--- config.mk ---
export PLATFORM = sky130hd
export DESIGN_NAME = eth_tx_axis_arb
export DESIGN_NICKNAME = d
export VERILOG_FILES = /design/src/rtl/eth_axis_pkg.sv /design/src/rtl/eth_tx_axis_arb_rr_pick.sv /design/src/rtl/eth_tx_axis_arb.sv
export SDC_FILE = /design/constraint.sdc
export NUM_CORES = 1
export LEC_CHECK = 0
export CAP_MARGIN = 20
export CORE_AREA = 2 2 110 112
export DETAILED_ROUTE_END_ITERATION = 10
export DIE_AREA = 0 0 112 114
export PLACE_DENSITY_LB_ADDON = 0.05
export REMOVE_ABC_BUFFERS = 1
export SYNTH_ARGS = -nofsm -noshare
export SYNTH_HDL_FRONTEND = slang
export SYNTH_SLANG_ARGS = --single-unit
--- constraint.sdc ---
create_clock -name clk -period 2.9 [get_ports clk]
set_input_delay 0.58 -clock clk [delete_from_list [all_inputs] [get_ports clk]]
set_output_delay 0.58 -clock clk [all_outputs]
set_load 0.02 [all_outputs]
--- src/rtl/eth_axis_pkg.sv ---
// Shared definitions for the Ethernet AXI-Stream TX/RX plumbing.
package eth_axis_pkg;

  localparam int DEF_AXIS_DATA_WIDTH = 64;
  localparam int DEF_LEN_WIDTH       = 16;

  // Arbiter FSM states
  typedef enum logic [1:0] {
    ST_IDLE  = 2'd0,
    ST_GRANT = 2'd1,
    ST_XFER  = 2'd2
  } arb_state_t;

  // Addressing constants used by the frame sources
  localparam logic [47:0] ETH_BCAST_MAC = 48'hFFFF_FFFF_FFFF;
  localparam logic [15:0] ETH_TYPE_IPV4 = 16'h0800;
  localparam logic [15:0] ETH_TYPE_ARP  = 16'h0806;

endpackage

--- src/rtl/eth_tx_axis_arb_rr_pick.sv ---
// Combinational round-robin priority search: first set bit of req above
// 'last', wrapping at N (not at 2^IW).
module rr_pick #(
  parameter int N  = 2,
  parameter int IW = (N > 1) ? $clog2(N) : 1
) (
  input  logic [N-1:0]  req,
  input  logic [IW-1:0] last,
  output logic          found,
  output logic [IW-1:0] idx
);

  // Walk from lowest priority (last itself) toward highest so the nearest hit wins
  always_comb begin
    int unsigned c;
    c     = 0;
    found = |req;
    idx   = last;
    for (int unsigned k = N; k >= 1; k--) begin
      c = (32'(last) + k) % N;
      if (req[IW'(c)]) idx = IW'(c);
    end
  end

endmodule

--- src/rtl/eth_tx_axis_arb.sv ---
// Packet-granular round-robin arbiter sharing one Ethernet TX AXI-Stream path.
module eth_tx_axis_arb
  import eth_axis_pkg::*;
#(
  parameter int NUM_SRC         = 2,
  parameter int AXIS_DATA_WIDTH = DEF_AXIS_DATA_WIDTH,
  parameter int LEN_WIDTH       = DEF_LEN_WIDTH,
  parameter int IDLE_TIMEOUT    = 1024
) (
  input  logic                              clk,
  input  logic                              rstn,
  input  logic [NUM_SRC-1:0]                s_req,
  input  logic [NUM_SRC*LEN_WIDTH-1:0]      s_tx_size,
  input  logic [NUM_SRC*AXIS_DATA_WIDTH-1:0] s_axis_tdata,
  input  logic [NUM_SRC*AXIS_DATA_WIDTH/8-1:0] s_axis_tkeep,
  input  logic [NUM_SRC-1:0]                s_axis_tvalid,
  input  logic [NUM_SRC-1:0]                s_axis_tlast,
  output logic [NUM_SRC-1:0]                s_axis_tready,
  output logic [LEN_WIDTH-1:0]              m_tx_size,
  output logic [AXIS_DATA_WIDTH-1:0]        m_axis_tdata,
  output logic [AXIS_DATA_WIDTH/8-1:0]      m_axis_tkeep,
  output logic                              m_axis_tvalid,
  output logic                              m_axis_tlast,
  input  logic                              m_axis_tready,
  output logic [$clog2(NUM_SRC)-1:0]        grant_idx,
  output logic                              busy,
  output logic                              timeout_err
);

  localparam int KW  = AXIS_DATA_WIDTH / 8;
  localparam int IW  = $clog2(NUM_SRC);
  localparam int CW  = $clog2(IDLE_TIMEOUT);
  localparam int DBW = $clog2(NUM_SRC * AXIS_DATA_WIDTH);
  localparam int KBW = $clog2(NUM_SRC * KW);
  localparam int LBW = $clog2(NUM_SRC * LEN_WIDTH);

  arb_state_t     state, state_next;
  logic [CW-1:0]  stall_cnt;
  logic [NUM_SRC-1:0] req;
  logic           pick_found;
  logic [IW-1:0]  pick_idx;
  logic           accept;
  logic           stall_hit;
  logic [DBW-1:0] dbase;
  logic [KBW-1:0] kbase;
  logic [LBW-1:0] lbase;

  // Sources that hold tvalid low until tready must raise s_req instead
  assign req   = s_req | s_axis_tvalid;
  assign dbase = DBW'(int'(grant_idx) * AXIS_DATA_WIDTH);
  assign kbase = KBW'(int'(grant_idx) * KW);
  assign lbase = LBW'(int'(pick_idx) * LEN_WIDTH);

  rr_pick #(
    .N  (NUM_SRC),
    .IW (IW)
  ) u_pick (
    .req   (req),
    .last  (grant_idx),
    .found (pick_found),
    .idx   (pick_idx)
  );

  // State register
  always_ff @(posedge clk) begin
    if (!rstn) state <= ST_IDLE;
    else       state <= state_next;
  end

  // Grant bookkeeping: winner index, latched frame size, stall counter
  always_ff @(posedge clk) begin
    if (!rstn) begin
      grant_idx <= IW'(NUM_SRC - 1);
      m_tx_size <= '0;
      stall_cnt <= '0;
    end else begin
      if (state == ST_IDLE && pick_found) begin
        grant_idx <= pick_idx;
        m_tx_size <= s_tx_size[lbase +: LEN_WIDTH];
      end
      if (state != ST_XFER || accept || stall_hit) stall_cnt <= '0;
      else                                         stall_cnt <= stall_cnt + CW'(1);
    end
  end

  // Next-state and stream routing; only the granted source is connected, and
  // the routing is cut in the same cycle the stall limit forces a release
  always_comb begin
    state_next    = state;
    accept        = 1'b0;
    stall_hit     = 1'b0;
    m_axis_tdata  = '0;
    m_axis_tkeep  = '0;
    m_axis_tvalid = 1'b0;
    m_axis_tlast  = 1'b0;
    s_axis_tready = '0;
    case (state)
      ST_IDLE:  if (pick_found) state_next = ST_GRANT;
      ST_GRANT: state_next = ST_XFER;
      ST_XFER: begin
        stall_hit = (stall_cnt == CW'(IDLE_TIMEOUT - 1));
        if (stall_hit) begin
          state_next = ST_IDLE;
        end else begin
          m_axis_tdata             = s_axis_tdata[dbase +: AXIS_DATA_WIDTH];
          m_axis_tkeep             = s_axis_tkeep[kbase +: KW];
          m_axis_tvalid            = s_axis_tvalid[grant_idx];
          m_axis_tlast             = s_axis_tlast[grant_idx];
          s_axis_tready[grant_idx] = m_axis_tready;
          accept = s_axis_tvalid[grant_idx] & m_axis_tready;
          if (accept && s_axis_tlast[grant_idx]) state_next = ST_IDLE;
        end
      end
      default: state_next = ST_IDLE;
    endcase
    busy        = (state != ST_IDLE);
    timeout_err = stall_hit;
  end

endmodule

==> results.md, run 1 <==
- Outcome: complete, no violations
- Hold/Removal Path Class: flip-flop to flip-flop
- WL/cell: ~19 µm
- Cell variety after synth: 36
- P_int: about 0.0014 W
- Reg2Reg Depth: 4
- Grt total ovfl: 0
- Synth Register Bits: 29
- Vias in the first global route: approximately 3500
- Crit-path max FO: 20
- Power, Total: 0.00222 W
- Clk sinks: 29
- Fillers: 1163
- Skew-Pair Late Insertion Delay: 0.26 ns
- CP endpoint kind: primary output
- Rel. slew slack: 0.495
- Clk root buf: clkbuf_16
- Share of cells above drive strength 1: 0.0645
- Initial Util: 0.220
- Crit path arrival time: 2.19 ns
- Required time of the critical path: 2.32 ns
- Post-place setup slack: 0.165 ns
- DP Wirelength: 10900 µm
- Worst setup margin: 0.126 ns
- Largest net degree at the start of global routing: between 40 and 50
- Clock Skew: between 0.002 and 0.0025 ns
- Vias/cell: about 4.7
- Drt first pass iters: 4
- I/O Buffers: 279
- Final setup viols: 0
- Switch Pwr: 0.000792 W
- Worst-path clk slew: 0.05 ns
- Final Hold Violating Endpoints: 0
- Synthesized area per cell: 7.71 µm²
- Final #Nets: 790
- Sequential share of power: 0.223
- Final core utilization: 0.484
- Pwr/cell area: 391 mW/mm²
- LEAKAGE: 2.67 nW
- CTS Buf Count: 5
- Critical path startpoint category: flip-flop
- Routability congestion estimate: 0.844
- Die height: 114 µm
- Storage cell area: 584 µm²
- Peak supply drop: 0.378 mV
- Post-synthesis instance total: 334
- Core box area: around 0.012 mm²
- Seq/Total Area, Yosys: 0.226
- Standard-cell rows: 40
- RR Startpoint: grant_idx
- CTS tree: done
- Die Wd: 112 µm
- Count of maximum capacitance violations: 0
- Worst reg-to-reg setup slack: approximately 0.96 ns
- Hold_sp: stall_cnt[9]
- Vias: 3535
- Area added between synthesis and finish: 120%
- Unrepaired setup endpoints after global routing: false
- Netlist Area Pre-Place: about 0.0026 mm²
- Fmax: ~360 MHz
- Sw Ratio: 0.358
- Multi-input gate area: 0.00184 mm²
- Die area: 0.0128 mm²
- Initial antenna violation count: 0
- Worst R2R End: m_tx_size[6]
- Hold Path Depth: 2
- Fin crit share: 0.956
- Worst-Margin Slew: ~0.75 ns
- Crit Path Class: flip-flop to primary output
- Ports: 280
- Cts hold-fix bufs: 0
- Clk buf depth: 2
- WHS Endpoint: stall_cnt[9]
- Gr usage total: 0.203
- Antenna-violating nets left: 0
- Post-Route WL: 13900 µm
- Combinational share of power: 0.552
- Yosys Warn Count: 0
- First-pass GRT wire length: 20200 µm
- H-tree depth reported by CTS: 2
- Clock power share: 0.225
- DRT iter0 DRCs: between 150 and 200
- Tmin final: 2.77 ns
- ANT cells: 0
- Residual DRC count: 0
- Final Max Slew Viols: 0
- Setup TNS Final: 0 ns
[how the worst max path moves through the flow]
stage                      start               to  cells past startpoint
floorplan           stall_cnt[0]  m_axis_tdata[0]                      4
global placement    stall_cnt[0]  m_axis_tkeep[0]                      6
detailed placement  stall_cnt[0]  m_axis_tkeep[0]                      6
CTS                 stall_cnt[0]  m_axis_tdata[2]                      7
global route        stall_cnt[0]     m_axis_tlast                      6
finish              stall_cnt[0]     m_axis_tlast                      6
[through the flow]
stage               area (µm²)  instances  hold WS (ns)
finish                    5670        752         0.494
CTS                       5660        752         0.504
global placement          5540        741         0.482
global route              5670        752         0.518
detailed placement        5540        741         0.492
floorplan                 2420        303         0.460
[cell usage in the layout (no fill, tap or decap), drive strengths merged, types with 2 or more instances in the layout]
master / synthesis / final
a211oi: 5 / 5
inv: 6 / 6
a311oi: 16 / 16
buf: 15 / 15
and3: 2 / 2
a21oi: 17 / 17
clkdlybuf4s50: 0 / 218
nand2: 3 / 3
xor2: 2 / 2
mux2i: 74 / 74
nand3: 22 / 22
dfxtp: 29 / 29
nor3: 8 / 8
clkbuf: 16 / 8
or4: 4 / 4
o31ai: 4 / 4
or3: 3 / 3
dlymetal6s2s: 0 / 3
dlygate4sd2: 0 / 58
nor2: 76 / 76
o21ai: 19 / 19
[sequential cells by signal, summed over array words and instances, names as in the netlist]
register	flops
m_tx_size	16
stall_cnt	10
state	2
grant_idx	1
[power by group through the flow]
stage | Clock, W | Sequential [W] | Combinational [W]
3_5_place_dp | 0 | 0.000501 | 0.00125
3_3_place_gp | 0 | 0.000501 | 0.00126
2_1_floorplan | 0 | 0.000601 | 0.000546
5_1_grt | 0.000525 | 0.000501 | 0.00131
6_report | 0.000498 | 0.000494 | 0.00122
4_1_cts | 0.000509 | 0.000495 | 0.00123
[layout make-up]
cell class	instances	share of cell area
repair buffers	294	0.509
flip-flops and latches	29	0.103
inverters	7	0.00463
well taps	147	0.0324
multi-input cells	267	0.325
clock buffers	8	0.0258
[cell families (layout without fill, tap and decap cells)]
group	after synthesis	in the layout	synth area share
and+or+nand+nor	123	123	0.214
muxes	74	74	0.288
AOI/OAI and AO/OA	66	66	0.189
buffers and inverters	38	309	0.0685
DFF	29	29	0.226
xor gates and xnor gates	3	3	0.0102
adders and majority gates	1	1	0.00486
[worst max-delay path: stages, from the launching register on]
cell	delay (ns)
dfxtp_1	0.39
ha_2	0.23
nand2_2	0.11
o311ai_4	0.24
buf_4	0.30
nor2_1	0.08
clkdlybuf4s50_1	0.57
[what timing repair did]
action,CTS,global route
cloned,1,0
pin swaps,1,0
gates resized for setup,59,5
setup buffers,2,0
setup endpoints to repair,76,52
[layer usage]
metal  vias up  share of wire  GRT usage
met5         -              0          0
li1       1751              -          -
met1      1643           0.41      0.249
met4         0         0.0090     0.0333
met2       135           0.49      0.352
met3         6          0.083     0.0691
[synth_stat cells (all sizes together)]
cell	instances	share of area
o21ai	19	0.037
o21ba	1	0.0039
a211oi	5	0.015
nor2	76	0.11
clkinv	1	0.0015
dfxtp	29	0.23
xnor2	1	0.0034
o211ai	1	0.0029
inv	6	0.0087
xor2	2	0.0068
mux2i	74	0.29
o221ai	1	0.0034
and2	1	0.0034
nor3b	1	0.0029
a311oi	16	0.076
clkbuf	16	0.023
o31ai	4	0.012
o21bai	1	0.0029
or4	4	0.013
or3b	1	0.0034
buf	15	0.035
and3	2	0.0049
nand2	3	0.0044
o311ai	1	0.0034
ha	1	0.0049
a21oi	17	0.033
nand3b	1	0.0029
or3	3	0.0073
nand3	22	0.043
nor3	8	0.016
nand4	1	0.0024
Note: power is estimated with default switching activity, not from simulation.
==> run 2, diff against run 1 <==
- ABC_AREA: default -> 1
- CORE_AREA: 2 2 110 112 -> 2 2 109 111
- DIE_AREA: 0 0 112 114 -> 0 0 111 113
==> run 2 against run 1 <==
Combinational power increased by 7%. Largest cell class unchanged. Highest routed layer unchanged. First-iteration DRC count rose by 42%. Sequential power is 4% lower.
==> results.md, run 2 <==
- Clk sinks: 29
- Placed insts: 875
- H-tree depth reported by CTS: 2
- Worst setup margin: ~0.12 ns
- Final Hold Violating Endpoints: 0
- Fin crit share: 0.959
- Required time of the critical path: 2.32 ns
- Unrepaired setup endpoints after global routing: false
- DR top layer: met4
- Crit-path slowest cell: clkdlybuf4s50_1
- Worst-Margin Slew: 0.524 ns
- Worst path buffer plus inverter count: 2
- Crit-path max FO: 22
- Residual DRC count: 0
- Pwr/cell area: 407 mW/mm²
- Most area-consuming cells after synthesis: nand2_1, dfxtp_1, a21oi_1, nand3_1, a21oi_2
- Vias: 3971
- DRT iter0 DRCs: 256
- Area added between synthesis and finish: 118%
- Post-synthesis instance total: 476
- Clk buf depth: 2
- Crit path arrival time: 2.20 ns
- Fillers: ~1100
- Synth Register Bits: 29
- # Post-CTS Setup Buffers: 0
- Most common cell after layout, fill and taps aside: clkdlybuf4s50_1
- Vias in the first global route: 3921
- WL/cell: 15.8 µm
- Largest regs: m_tx_size x16, stall_cnt x10, state x2
- Met2 WL post-DR: 7130 µm
- Vias/cell: roughly 4.5
- Post-place setup slack: 0.259 ns
- CTS tree: done
- Die height: 113 µm
- Critical path startpoint category: flip-flop
- Fmax: 359 MHz
- Cell variety after synth: 28
- Grt total ovfl: 0
- Biggest register: m_tx_size
- Drt first pass iters: 4
- Hold/Removal Path Class: flip-flop to flip-flop
- Commonest cells after routing, fill and taps aside: clkdlybuf4s50_1, nand2_1, a21oi_1, inv_1, nand3_1
- Rel. slew slack: 0.649
- Max stage delay on crit path: 0.65 ns
- Top Family by Delay on Critical Path: buffers and inverters
- CTS Buf Count: 5
- Post-synth ARST share: 0
- Ports: 280
- Count leader, synth: nand2_1
- Max reg flops: 16
- Synth top area share: 0.276
- Standard-cell rows: 39
- Final #Nets: 925
- Routability congestion estimate: around 0.95
- Clock Skew: 0.00625 ns
- CP endpoint kind: primary output
- Initial antenna violation count: 0
- Count of maximum capacitance violations: 0
- Core box area: 0.0113 mm²
- Tmin final: 2.78 ns
- Netlist Area Pre-Place: 0.00269 mm²
- First-pass GRT wire length: 21300 µm
- Antenna-violating nets left: 0
- Share of cells above drive strength 1: 0.0662
- Die area: 0.0125 mm²
- Post-synth top cells: nand2_1, a21oi_1, inv_1
- EDFF count, synth: 0
- Worst-path clk slew: 0.05 ns
- Synth area leader: nand2_1
- Post-Route WL: 14000 µm
- I/O Buffers: roughly 280
- Initial Util: 0.239
- CP Cell Sequence: ha_2 -> nand2_2 -> nor2_4 -> nand3_4 -> nand2_8 -> buf_12 -> nor3_1 -> clkdlybuf4s50_1
- Synthesized area per cell: 5.65 µm²
- Finished Layout Cells: 883
- Skew-Pair Late Insertion Delay: 0.27 ns
- Die Wd: 111 µm
- DP Wirelength: 11100 µm
- Hold_ws: 0.465 ns
- Yosys Warn Count: 0
- Power, Total: 0.00238 W
- Final setup viols: 0
- Seq/Total Area, Yosys: 0.216
- Setup TNS Final: 0 ns
- Met3 wire length: 807 µm
- Crit Path Class: flip-flop to primary output
- Peak supply drop: 0.381 mV
- ANT cells: 0
- Clk root buf: clkbuf_16
- Largest net degree at the start of global routing: 80
- LEAKAGE: 2.83 nW
- Outcome: complete, no violations
- Final Max Slew Viols: 0
- Cts hold-fix bufs: 0
- Gr usage total: 0.212
- Most used flip-flop cell after synthesis: dfxtp_1
- WL met1: 5710 µm
- CTS resizes: 1
[run 2: final timing paths]
check,slack [ns],cells past startpoint,to,startpoint
worst max-delay path,0.12,8,s_axis_tready[1],stall_cnt[0]
worst max register to register,1.02,8,m_tx_size[6],grant_idx
worst min-delay path,0.47,1,stall_cnt[0],stall_cnt[0]
worst min register to register,0.47,1,stall_cnt[0],stall_cnt[0]
[run 2: area by class of cell]
type	count	area, µm²	share of cell area
timing repair buffer	288	3000	0.513
multi-input combinational	368	1740	0.298
sequential	29	582	0.0994
tap	143	179	0.0306
inverter	47	176	0.0301
clock buffer	7	143	0.0244
clock inverter	1	30.0	0.00513
[run 2: report_power, final]
group	internal (W)	switching [W]	leakage (nW)
Combinational	0.000621	0.000688	2.51
Sequential	0.000450	0.0000263	0.238
Clock	0.000428	0.000168	0.0841
Total	0.00150	0.000883	2.83
[run 2: logic make-up (layout without fill, tap and decap cells)]
group,Yosys count,after routing,synth area share
flops,29,29,0.216
buf+inv,79,343,0.140
simple gates,268,268,0.415
compound gates,92,92,0.201
fa+ha+maj,1,1,0.00465
xor+xnor,7,7,0.0228
[run 2: stage by stage]
stage | instance area [µm²] | utilization
after floorplan | 2490 | -
after global placement | 5590 | 0.496
after detailed placement | 5590 | 0.496
after CTS | 5770 | 0.512
after global routing | 5850 | 0.519
final | 5850 | 0.519
[run 2: routing by layer]
metal | up-vias | global-route usage
li1 | 2029 | -
met1 | 1765 | 0.250
met2 | 155 | 0.397
met3 | 22 | 0.0359
met4 | 0 | 0.0583
met5 | - | 0
==> run 3, diff against run 2 <==
- SLEW_MARGIN: default -> 10
==> results of run 3 <==
The final DEF is identical to that of run 2; final timing and power are the same.
